**src/rtl/if_fetch_ctrl_pkg.sv**
```systemverilog
// Shared definitions for the instruction-fetch controller: state encoding,
// the halt instruction word and default memory geometry.
package if_fetch_ctrl_pkg;

   typedef enum logic [1:0] {
      ST_BOOT = 2'd0,
      ST_RUN  = 2'd1,
      ST_HALT = 2'd2
   } fetch_state_t;

   localparam logic [31:0] HALT_WORD      = 32'hFFFF_FFFF;
   localparam int          DEFAULT_ADDR_W = 5;
   localparam int          DEFAULT_DATA_W = 32;

endpackage

```
**src/rtl/if_fetch_ctrl.sv**
```systemverilog
// Instruction-fetch controller: owns the imem port, boots from a loader, then
// streams instructions to decode. Define IF_HALT_EN to stop on the halt word.
module if_fetch_ctrl
   import if_fetch_ctrl_pkg::*;
#(
   parameter int          ADDR_W   = DEFAULT_ADDR_W,
   parameter int          DATA_W   = DEFAULT_DATA_W,
   parameter int unsigned RESET_PC = 0
) (
   input  logic              clk,
   input  logic              rst_n,
   input  logic              ld_valid,
   input  logic [ADDR_W-1:0] ld_addr,
   input  logic [DATA_W-1:0] ld_data,
   input  logic              ld_done,
   output logic              ld_ready,
   output logic [ADDR_W-1:0] mem_addr,
   output logic              mem_we,
   output logic [DATA_W-1:0] mem_wdata,
   input  logic [DATA_W-1:0] mem_rdata,
   input  logic              stall,
   input  logic              redirect,
   input  logic [ADDR_W-1:0] redirect_pc,
   output logic [DATA_W-1:0] instr,
   output logic [ADDR_W-1:0] instr_pc,
   output logic              instr_valid,
   output logic              halted
);

   localparam logic [ADDR_W-1:0] PC_START = ADDR_W'(RESET_PC);

   fetch_state_t      state;
   logic [ADDR_W-1:0] pc;

   // The loader drives the memory port directly while booting so every cycle can write.
   always_comb begin
      ld_ready  = (state == ST_BOOT);
      mem_we    = 1'b0;
      mem_addr  = pc;
      mem_wdata = '0;
      if (state == ST_BOOT) begin
         mem_we    = ld_valid & rst_n;
         mem_addr  = ld_addr;
         mem_wdata = ld_data;
      end
   end

`ifdef IF_HALT_EN
   assign halted = (state == ST_HALT);
`else
   assign halted = 1'b0;
`endif

   always_ff @(posedge clk or negedge rst_n) begin
      if (!rst_n) begin
         state       <= ST_BOOT;
         pc          <= PC_START;
         instr       <= '0;
         instr_pc    <= '0;
         instr_valid <= 1'b0;
      end else begin
         case (state)
            ST_BOOT: begin
               instr_valid <= 1'b0;
               if (ld_done) begin
                  state <= ST_RUN;
                  pc    <= PC_START;
               end
            end
            ST_RUN: begin
               // Redirect beats stall and squashes the word fetched this cycle.
               if (redirect) begin
                  pc          <= redirect_pc;
                  instr_valid <= 1'b0;
               end else if (!stall) begin
`ifdef IF_HALT_EN
                  if (mem_rdata == DATA_W'(HALT_WORD)) begin
                     state       <= ST_HALT;
                     instr_valid <= 1'b0;
                  end else begin
                     instr       <= mem_rdata;
                     instr_pc    <= pc;
                     instr_valid <= 1'b1;
                     pc          <= pc + ADDR_W'(1);
                  end
`else
                  instr       <= mem_rdata;
                  instr_pc    <= pc;
                  instr_valid <= 1'b1;
                  pc          <= pc + ADDR_W'(1);
`endif
               end
            end
            ST_HALT: begin
               instr_valid <= 1'b0;
            end
            default: begin
               state       <= ST_BOOT;
               instr_valid <= 1'b0;
            end
         endcase
      end
   end

endmodule
```
**config.mk**
```make
export PLATFORM = sky130hd
export DESIGN_NAME = if_fetch_ctrl
export DESIGN_NICKNAME = d
export VERILOG_FILES = /design/src/rtl/if_fetch_ctrl_pkg.sv /design/src/rtl/if_fetch_ctrl.sv
export SDC_FILE = /design/constraint.sdc
export NUM_CORES = 1
export LEC_CHECK = 0
export ABC_CLOCK_PERIOD_IN_PS = 1800
export BUFFER_PORTS_ARGS = -buffer_cell sky130_fd_sc_hd__buf_2
export CAP_MARGIN = 20
export CELL_PAD_IN_SITES_DETAIL_PLACEMENT = 1
export CELL_PAD_IN_SITES_GLOBAL_PLACEMENT = 1
export CORE_AREA = 2 2 89 91
export CTS_CLUSTER_DIAMETER = 200
export DETAILED_ROUTE_END_ITERATION = 10
export DIE_AREA = 0 0 91 93
export PLACE_DENSITY_LB_ADDON = 0.15
export SYNTH_ARGS = -nofsm -noshare
export SYNTH_HDL_FRONTEND = slang
export SYNTH_SLANG_ARGS = --single-unit
```
**constraint.sdc**
```tcl
create_clock -name clk -period 1.8 [get_ports clk]
set_input_delay 0.18 -clock clk [delete_from_list [all_inputs] [get_ports clk]]
set_output_delay 0.18 -clock clk [all_outputs]
set_load 0.02 [all_outputs]
```
======== After elaboration in Yosys (flattened, before gate mapping) ========
Cells that the tools add are included.
word-level totals
  bits in registers ....................... 45
  bits in latches ......................... 0
  RAM bits ................................ 0
  ROM bits ................................ 0
  bits of input ports ..................... 80
  output and inout bits ................... 78
  memories kept ........................... 0
operators by class
  $add $sub $neg .......................... 1
  $mul .................................... 0
  div/mod/pow operators ................... 0
  magnitude comparators ................... 0
  equal/unequal tests ..................... 4
  shift operators ......................... 0
  muxes and demuxes ....................... 12
  bitwise operators ....................... 4
  reduce and logical (&&, ||, !) cells .... 6
operators with widths
  cell                                                  count
  2-to-1 mux 32 bit                                     1
  2-to-1 mux 5 bit                                      4
  case mux 5 bit (2 select lines)                       1
  AND reduction 3 bit                                   2
  adder 5 x 1 -> 5 bit (second input constant)          1
  2-to-1 mux 1 bit                                      4
  case mux 2 bit (2 select lines)                       1
  inequality test 3 bit (second input constant)         1
  NOT 1 bit                                             3
  equality test 2 x 1 -> 1 bit (second input constant)  1
  equality test 2 bit (second input constant)           1
  zero test 2 bit                                       1
  2-to-1 mux 2 bit                                      1
  inequality test 2 bit (second input constant)         1
  AND reduction 2 bit                                   1
  nonzero test 2 bit                                    1
  OR reduction 2 bit                                    1
  AND 1 bit                                             1

======== Logic depth before layout (Yosys ltp) ========
Gate-level depths: netlist (run 1).
  word-level depth ........................ 4
  gate-level depth with buffers ........... 5

======== Worst setup path before layout (run 1) ========
No wires, ideal clock.
  kind .................................... flip-flop to flip-flop
  start point ............................. register state[0]
  end point ............................... register instr_pc[2]
  setup time .............................. 0.128 ns
  arrival time ............................ 1.244 ns
  data required time ...................... 1.672 ns
  slack ................................... 0.429 ns
  cell stages (with the launch flop) ...... 5
  cell sequence ........................... dfrtp_1 > nor3b_2 > buf_4 > buf_6 > mux2_1
between the ends
  word-level cells in the longest chain between the ends .. 2
RTL lines
  what                           RTL line             source
  start, declared                if_fetch_ctrl.sv:32  fetch_state_t state;
  start signal, assigned         if_fetch_ctrl.sv:56  state <= ST_BOOT;
  start signal, assigned         if_fetch_ctrl.sv:66  state <= ST_RUN;
  start signal, assigned         if_fetch_ctrl.sv:98  state <= ST_BOOT;
  equality test 2 x 1 -> 1 bit   if_fetch_ctrl.sv:62  case (state)
  AND reduction 3 bit (no line)  -
  end signal, assigned           if_fetch_ctrl.sv:88  instr_pc <= pc;
  end, declared                  if_fetch_ctrl.sv:25  output logic [ADDR_W-1:0] instr_pc,
No other way between the ends.
A chain may end at the register's enable or synchronous reset.

======== Final worst setup path (run 1) ========
  start point ............................. register state[0]
  end point ............................... output mem_addr[3]
between the ends
  word-level cells in the longest chain between the ends .. 2
RTL lines
  what              RTL line             source
  zero test 2 bit   if_fetch_ctrl.sv:41  if (state == ST_BOOT) begin
  2-to-1 mux 5 bit  if_fetch_ctrl.sv:41
  end, declared     if_fetch_ctrl.sv:17  output logic [ADDR_W-1:0] mem_addr,
No other way between the ends.

==> out/results.ini, run 1 <==
[run_status]
outcome = finished clean

[drt]
firstDrtPassIters = 4
vias = 1885
drt-initial-drc-count = 19
routedWlPerCell_um = 14.3
route.detailed.drc = 0
routed_wirelength_um = 6080
viasPerCell = 4.44
detail-route-antenna-nets = 0

[logic_synthesis]
synth-simple-area-share_pct = 13.6
synth_seq_area_share_pct = 53.8
synth_compound_area_share_pct = 4.58
yosysMostFrequentCell = dfrtp_1
syn_avg_cell_area_um2 = 12.5
syn_inst = 164
syn_nets = 245
synth_common_cells = dfrtp_1, mux2_2, nor2b_1
synth_area_um2 = 2050
synth_area_leaders = dfrtp_1, mux2_2, nor2b_1, mux2_1, o21ai_0
synth_top_cell_by_area = dfrtp_1
synth_fa_ha_area_share_pct = 0.611
async_reset_ff_share_pct = 100
synth-edff-count = 0
yosys_warnings = 0
ys_types = 28
yosys_register_bits = 44
ys.flop_type = dfrtp_1
synth_top_family_by_area = multiplexers
synth_xor_xnor_area_share_pct = 0
synthMuxAreaShare_pct = 23.6
yosysTopAreaCellShare_pct = 53.8

[sta]
fin_crit_sh_pct = 91.0
worstMarginPinSlew_ns = 0.556
slew_viol_final = 0
max_slew_margin_pct = 63.0
setup_tns_ns = 0
fin_ws_ns = 0.162
holdWs_ns = 0.0239
clock_skew_ns = 0.00694
rsz0062_at_grt = no
min_period_ns = 1.64
setup_viol_count_final = 0
hold_viol = 0
max_freq_mhz = 610

[power_and_ir_drop]
p_leak_nw = 1.59
seqPwrFrac_pct = 48.0
p_switching_uw = 793
clock_power_share_pct = 24.6
powerDensity_nw_per_um2 = 843
vdd_drop_max_mv = 0.497
switching_share_pct = 30.9
combPwrFrac_pct = 27.4
cell_internal_pwr_mw = 1.77

[critical_path]
path_max_fanout = 24
cp.arrival_ns = 1.46
end_kind = output pin
cp_data_required_time_ns = 1.62
cp_num_buf_inv = 2
critPathSlowestCell = dfrtp_1
crit_chain = buf_4 > mux2_2 > buf_2
slowest_delay_ns = 0.38
path_delay_family = buffers and inverters
worstSetupStartpointType = flop
crit_type = reg2out

[clocking]
hold_buffers = 0
cts.htree.levels = 2
root_buffer = clkbuf_8
clk_pin_slew_ns = 0.08
cts.path.max_buffers = 2
post_cts_buffers = 0
clock-sinks = 44
numCtsBuffers = 5
cts_tree = yes
clk_latency_ns = 0.28
cts_resized = 0

[layout]
multiInputGateArea_um2 = 877
drive_gt1_share_pct = 62.8
ff_latch_area_um2 = 1100
area_growth_pct = 48.8
utilization_pct = 40.5
final_nets = 403
num_antenna_cells = 0
nFillCells = 891
final_cells = 425

[global_routing]
grt_max_degree = 45
antenna_found_initial = 0
grt_pass1_vias = 2001
grt.total_usage_pct = 14.1
overflow = 0
grt_pass1_wl_um = 9580

[min_path]
hp-class = in2async

[die]
dieWidth_um = 91
die_area_um2 = 8460
coreArea_um2 = 7530
io_pins = 158
fp.dieH_um = 93
initial_core_util_pct = 27.2
num_rows = 32

[placement]
place.port_buffers = 156
placed_cells = 417
gp_congestion = 0.750
post-dp-hpwl_um = 4790
place_ws_ns = 0.417

[job]
cap_violations = 0

## power by group through the flow
| stage | sequential, mW | combinational (mW) | clock (mW) |
|---|---|---|---|
| finish | 1.23 | 0.704 | 0.630 |
| global route | 1.26 | 0.766 | 0.696 |
| CTS | 1.24 | 0.719 | 0.663 |
| detailed placement | 1.26 | 0.716 | 0 |
| global placement | 1.25 | 0.706 | 0 |
| floorplan | 1.42 | 0.235 | 0 |
## through the flow
step                power, mW  area [um2]
detailed placement       1.97        2960
floorplan                1.65        2050
global placement         1.95        2960
finish                   2.57        3050
CTS                      2.62        3050
global route             2.72        3050
## layout by cell type, fill, tap and decap left out
cell	Yosys	layout
nand3_1	4	4
o21ai_0	7	7
ha_1	1	1
inv_1	5	5
a31o_2	1	1
a22oi_1	1	1
nand4_1	1	1
mux2_2	34	34
o31a_1	1	1
nor2b_1	32	32
mux2i_1	1	1
nor4b_1	1	1
a211oi_1	2	2
buf_12	0	1
nor2_1	3	3
dfrtp_1	44	44
nor3b_4	0	1
mux2_1	8	8
and3b_1	1	1
buf_4	2	4
buf_2	3	156
o31ai_1	1	1
a21oi_1	1	1
nand2_1	1	1
clkbuf_8	0	6
and3_1	1	1
o22ai_1	1	1
conb_1	1	1
clkbuf_1	4	2
## registers in the layout, indices dropped and copies added (netlist names)
register,count
pc,5
instr_valid,1
state,1
instr,32
instr_pc,5
## path summary, 6_finish.rpt
path	from	end	slack [ns]	depth (start not counted)
max	state[0]	mem_addr[3]	0.16	3
min	rst_n	instr_pc[2]	0.02	2
min in group clk	mem_rdata[30]	instr[30]	0.10	2
min reg2reg	instr[28]	instr[28]	0.48	1
max in group asynchronous	rst_n	instr[20]	1.39	2
max reg2reg	state[0]	pc[3]	0.45	4
## worst register-to-register path, cell delays in order (launching register included)
cell      delay [ns]
dfrtp_1         0.40
buf_4           0.22
and3b_1         0.26
a211oi_1        0.23
o22ai_1         0.11
## layout make-up
| class | count | share of cell area (%) |
|---|---|---|
| sequential | 44 | 36.2 |
| multi-input combinational | 105 | 28.8 |
| timing repair buffer | 161 | 27.3 |
| tap | 102 | 4.19 |
| clock buffer | 8 | 2.96 |
| inverter | 5 | 0.616 |
## logic make-up (layout without fill, tap and decap cells)
group / after synthesis / count (layout)
compound gates: 15 / 15
fa+ha+maj: 1 / 1
buf+inv: 15 / 174
flops: 44 / 44
mux: 43 / 43
other cells: 1 / 1
simple gates: 45 / 45
## layer usage
layer  track usage, %  up-vias  wire length [um]
met1             16.9      901              2430
met4             3.79        0                29
met2             23.8      106              2920
met5                0        -                 0
li1                 -      876                 -
met3             5.32        2               693
(Power assumes the default switching activity.)
==> run 2, diff against run 1 <==
--- a/config.mk
+++ b/config.mk
@@ -14,7 +14,8 @@
 export CTS_CLUSTER_DIAMETER = 200
 export DETAILED_ROUTE_END_ITERATION = 10
 export DIE_AREA = 0 0 91 93
-export PLACE_DENSITY_LB_ADDON = 0.15
+export PLACE_DENSITY_LB_ADDON = 0.1
+export SKIP_LAST_GASP = 1
 export SYNTH_ARGS = -nofsm -noshare
 export SYNTH_HDL_FRONTEND = slang
 export SYNTH_SLANG_ARGS = --single-unit
==> run 2 against run 1 <==
  * Routed wire length down 2.1%
  * Global-route usage is essentially flat
  * Total power shrank 0.87%
  * Maximum frequency shrank 0.28%
  * Via count shrank 0.32%
  * Register-to-register slack worse by 0.02 ns
  * Critical path depth unchanged
  * Combinational power about the same
  * Setup slack worse by 0.0047 ns
==> out/results.ini, run 2 (same netlist as run 1, synthesis figures left out) <==
[power_and_ir_drop]
power_mw = 2.54  ; -0.87%
vdd_drop_max_mv = 0.345  ; -31%
powerDensity_nw_per_um2 = 839  ; -0.46%
p_leak_nw = 1.58  ; -0.52%

[drt]
route.detailed.drc = 0  ; unchanged
drt-initial-drc-count = 29  ; +10
detail-route-antenna-nets = 0  ; unchanged
routedWlPerCell_um = 14.0  ; -1.9%
viasPerCell = 4.43  ; about the same
firstDrtPassIters = 4  ; unchanged
routed_wirelength_um = 5950  ; -2.1%
vias = 1879  ; -0.32%

[layout]
final_nets = 402  ; -0.25%
area_growth_pct = 48.2
nFillCells = 904  ; +1.5%
reg_top3 = instr x32, instr_pc x5, pc x5
layout_common_cells = buf_2, dfrtp_1, mux2_2
num_antenna_cells = 0  ; unchanged
drive_gt1_share_pct = 62.7  ; -0.12 points
mostFrequentLayoutCell = buf_2
largest_register = instr
final_cells = 424  ; -0.24%
largest_register_ffs = 32  ; unchanged

[critical_path]
crit_chain = buf_4 > mux2_2 > buf_2
critPathSlowestCell = dfrtp_1
slowest_delay_ns = 0.38  ; about the same
end_kind = output pin
cp.arrival_ns = 1.46  ; about the same
path_max_fanout = 25  ; +4.2%
crit_type = reg2out
path_delay_family = buffers and inverters
cp_data_required_time_ns = 1.62  ; about the same
cp_num_buf_inv = 2  ; unchanged
worstSetupStartpointType = flop

[clocking]
cts_tree = yes
clock-sinks = 44  ; unchanged
clk_latency_ns = 0.29  ; about the same
cts.htree.levels = 2  ; unchanged
numCtsBuffers = 5  ; unchanged
post_cts_buffers = 0  ; unchanged
hold_buffers = 0  ; unchanged
cts_resized = 0  ; unchanged
root_buffer = clkbuf_8
clk_pin_slew_ns = 0.08  ; about the same
cts.path.max_buffers = 2  ; unchanged

[sta]
max_freq_mhz = 609  ; -0.28%
clock_skew_ns = 0.00237  ; -0.00458 ns
holdWs_ns = 0.0314  ; +0.00748 ns
hold_viol = 0  ; unchanged
setup_tns_ns = 0  ; unchanged
max_slew_margin_pct = 62.6  ; -0.35 points
worstMarginPinSlew_ns = 0.561  ; +0.00522 ns
slew_viol_final = 0  ; unchanged
fin_crit_sh_pct = 91.3  ; +0.26 points
rsz0062_at_grt = no
setup_viol_count_final = 0  ; unchanged
min_period_ns = 1.64  ; +0.00465 ns

[placement]
placed_cells = 416  ; -0.24%
post-dp-hpwl_um = 4640  ; -3.2%
place.port_buffers = 156  ; unchanged
gp_congestion = 0.671  ; -11%

[run_status]
outcome = finished clean

[die]
io_pins = 158  ; unchanged
dieWidth_um = 91  ; unchanged
die_area_um2 = 8460  ; unchanged
initial_core_util_pct = 27.2  ; unchanged
num_rows = 32  ; unchanged
fp.dieH_um = 93  ; unchanged
coreArea_um2 = 7530  ; unchanged

[global_routing]
grt.total_usage_pct = 14.1  ; about the same
grt_max_degree = 45  ; unchanged
grt_pass1_vias = 1904  ; -4.8%
antenna_found_initial = 0  ; unchanged
overflow = 0  ; unchanged
grt_pass1_wl_um = 9630  ; +0.57%

[job]
cap_violations = 0  ; unchanged

[min_path]
hp-class = in2async

==> run 2: per-layer routing <==
layer / GRT usage (%) / wire length [um] / vias to the layer above
met2: 23.6 / 2810 / 103
met1: 16.9 / 2450 / 896
met5: 0 / 0 / -
met4: 3.79 / 65 / 0
li1: - / - / 874
met3: 5.48 / 624 / 6
==> run 2: final timing paths <==
check,depth (start not counted),to,slack [ns],start
worst max register to register,4,pc[2],0.43,state[0]
worst min register to register,1,instr_pc[2],0.49,instr_pc[2]
min in group clk,2,instr[28],0.10,mem_rdata[28]
worst min-delay path,2,instr[31],0.03,rst_n
max in group asynchronous,2,state[0],1.39,rst_n
worst max-delay path,3,mem_addr[3],0.16,state[0]
==> run 2: metrics by stage <==
step / util (%) / setup WS [ns] / cell area [um2]
after global routing: 40.3 / 0.0343 / 3030
after CTS: 40.3 / 0.122 / 3030
after global placement: 39.2 / 0.421 / 2950
after floorplan: - / 0.429 / 2050
final: 40.3 / 0.157 / 3030
after detailed placement: 39.2 / 0.389 / 2950
==> run 2: area by class of cell <==
type                    instances  area, um2  area share [%]
clock buffers                   7       76.3            2.52
clock inverters                 1       8.76           0.289
inverters                       5       18.8           0.619
multi-input cells             105        877            28.9
flip-flops and latches         44       1100            36.3
well taps                     102        128            4.21
repair buffers                160        823            27.1
==> run 2: power by group <==
| group | switching [mW] | internal [mW] | leakage [nW] |
|---|---|---|---|
| clock | 0.327 | 0.277 | 0.0424 |
| sequential | 0.0921 | 1.14 | 0.520 |
| combinational | 0.389 | 0.317 | 1.02 |
==> run 3, diff against run 2 <==
--- a/config.mk
+++ b/config.mk
@@ -14,7 +14,8 @@
 export CTS_CLUSTER_DIAMETER = 200
 export DETAILED_ROUTE_END_ITERATION = 10
 export DIE_AREA = 0 0 91 93
-export PLACE_DENSITY_LB_ADDON = 0.1
+export PLACE_DENSITY = 0.86
+export SETUP_SLACK_MARGIN = 0.05
 export SKIP_LAST_GASP = 1
 export SYNTH_ARGS = -nofsm -noshare
 export SYNTH_HDL_FRONTEND = slang
==> run 3 against run 2 <==
  * Maximum frequency is 0.90% higher
  * Sequential share of layout area is 0.20 points lower
  * Register-to-register slack worse by 0.07 ns
  * Highest routed layer unchanged
==> out/results.ini, run 3 (same netlist as run 1, synthesis figures left out) <==
[run_status]
outcome = finished clean

[sta]
min_period_ns = 1.63  ; -0.0147 ns
max_freq_mhz = 614  ; +0.90%
rsz0062_at_grt = no
hold_viol = 0  ; unchanged
worstMarginPinSlew_ns = 0.552  ; -0.00884 ns
slew_viol_final = 0  ; unchanged
max_slew_margin_pct = 63.2  ; +0.59 points
setup_viol_count_final = 0  ; unchanged
clock_skew_ns = 0.00471  ; +0.00234 ns
setup_tns_ns = 0  ; unchanged
fin_crit_sh_pct = 90.5  ; -0.82 points

[global_routing]
antenna_found_initial = 0  ; unchanged
grt_max_degree = 45  ; unchanged
grt.total_usage_pct = 14.7  ; +0.64 points
grt_pass1_wl_um = 9830  ; +2.1%
overflow = 0  ; unchanged
grt_pass1_vias = 2013  ; +5.7%

[power_and_ir_drop]
clock_power_share_pct = 25.2  ; +1.4 points
vdd_drop_max_mv = 0.451  ; +31%
switching_share_pct = 31.8  ; +0.034 points
seqPwrFrac_pct = 47.5  ; -1.0 points
powerDensity_nw_per_um2 = 852  ; +1.5%
cell_internal_pwr_mw = 1.77  ; +2.1%
p_leak_nw = 1.59  ; +0.78%
p_switching_uw = 827  ; +2.3%
power_mw = 2.60  ; +2.2%
combPwrFrac_pct = 27.3  ; -0.5 points

[layout]
drive_gt1_share_pct = 63.7  ; +0.93 points
layout_common_cells = buf_2, dfrtp_1, mux2_2
mostFrequentLayoutCell = buf_2
final_nets = 402  ; unchanged
nFillCells = 887  ; -1.9%
num_antenna_cells = 0  ; unchanged
largest_register = instr
largest_register_ffs = 32  ; unchanged
area_growth_pct = 49.1
reg_top3 = instr x32, instr_pc x5, pc x5
final_cells = 424  ; unchanged
utilization_pct = 40.6  ; +0.27 points

[die]
io_pins = 158  ; unchanged
die_area_um2 = 8460  ; unchanged
initial_core_util_pct = 27.2  ; unchanged
fp.dieH_um = 93  ; unchanged
dieWidth_um = 91  ; unchanged
coreArea_um2 = 7530  ; unchanged
num_rows = 32  ; unchanged

[clocking]
cts_tree = yes
hold_buffers = 0  ; unchanged
clk_pin_slew_ns = 0.09  ; about the same
clk_latency_ns = 0.29  ; about the same
post_cts_buffers = 0  ; unchanged
clock-sinks = 44  ; unchanged
root_buffer = clkbuf_8
numCtsBuffers = 5  ; unchanged
cts.htree.levels = 2  ; unchanged
cts.path.max_buffers = 2  ; unchanged

[min_path]
hp-class = in2async

[drt]
routedWlPerCell_um = 14.5  ; +3.1%
routed_wirelength_um = 6140  ; +3.1%
drt-initial-drc-count = 34  ; +17%
route.detailed.drc = 0  ; unchanged
firstDrtPassIters = 4  ; unchanged
vias = 1884  ; +0.27%
viasPerCell = 4.44  ; +0.27%
detail-route-antenna-nets = 0  ; unchanged

[job]
cap_violations = 0  ; unchanged

[critical_path]
end_kind = output pin
r2r_cells = 3  ; -1
cp.arrival_ns = 1.45  ; about the same
critPathSlowestCell = dfrtp_2
crit_type = reg2out
crit_chain = buf_8 > mux2_2 > buf_2
cp.depth = 3  ; unchanged
worstSetupStartpointType = flop
cp_num_buf_inv = 2  ; unchanged
path_max_fanout = 30  ; +20%
cp_data_required_time_ns = 1.62  ; about the same
slowest_delay_ns = 0.44  ; +0.06 ns
path_delay_family = flip-flops

[placement]
post-dp-hpwl_um = 4890  ; +5.6%
place.port_buffers = 156  ; unchanged
gp_congestion = 0.707  ; +5.4%
placed_cells = 416  ; unchanged

## run 3: changes by cell type in the layout (fill, tap and decap cells not counted)
cell,delta
clkbuf_8,+1
clkinv_2,+1
clkbuf_1,-2
dfrtp_2,+1
dfrtp_1,-1
buf_8,+1
clkinv_4,-1
buf_4,-1
inv_6,+1
## run 3: final cells by class
type | count | area (um2) | area share (%)
clock inverters | 2 | 13.8 | 0.451
repair buffers | 160 | 831 | 27.2
inverters | 5 | 18.8 | 0.615
flip-flops and latches | 44 | 1100 | 36.1
clock buffers | 6 | 82.6 | 2.70
multi-input cells | 105 | 877 | 28.7
well taps | 102 | 128 | 4.18
## run 3: power by group through the flow
stage	Sequential, mW	Clock, mW	Combinational, mW
6_report	1.23	0.655	0.710
5_1_grt	1.26	0.717	0.767
4_1_cts	1.24	0.690	0.725
3_5_place_dp	1.26	0	0.724
3_3_place_gp	1.25	0	0.703
2_1_floorplan	1.42	0	0.235
## run 3: repair_timing
action                     in CTS  in global routing
setup endpoints to repair       4                  5
gates cloned                    0                  0
gates resized for setup         1                  2
## run 3: final timing paths
check / slack (ns) / endpoint / start
max reg2reg: 0.36 / instr[9] / state[0]
min: 0.01 / instr[28] / rst_n
min in group clk: 0.11 / instr[29] / mem_rdata[29]
min reg2reg: 0.50 / instr[29] / instr[29]
max: 0.17 / mem_addr[1] / state[0]
max in group asynchronous: 1.38 / state[0] / rst_n
## run 3: through the flow
step | cell area [um2] | hold WS (ns) | worst slack (ns)
floorplan | 2050 | -0.116 | 0.429
global placement | 2950 | 0.373 | 0.386
detailed placement | 2950 | 0.379 | 0.331
CTS | 3050 | 0.0488 | 0.0801
global route | 3050 | 0.0745 | 0.0953
finish | 3050 | 0.0115 | 0.172
## run 3: routing by layer
metal	global-route usage [%]	part of all wire, %
met5	0	0
met4	3.79	0.75
met3	6.12	13
met2	27.0	51
met1	15.6	35
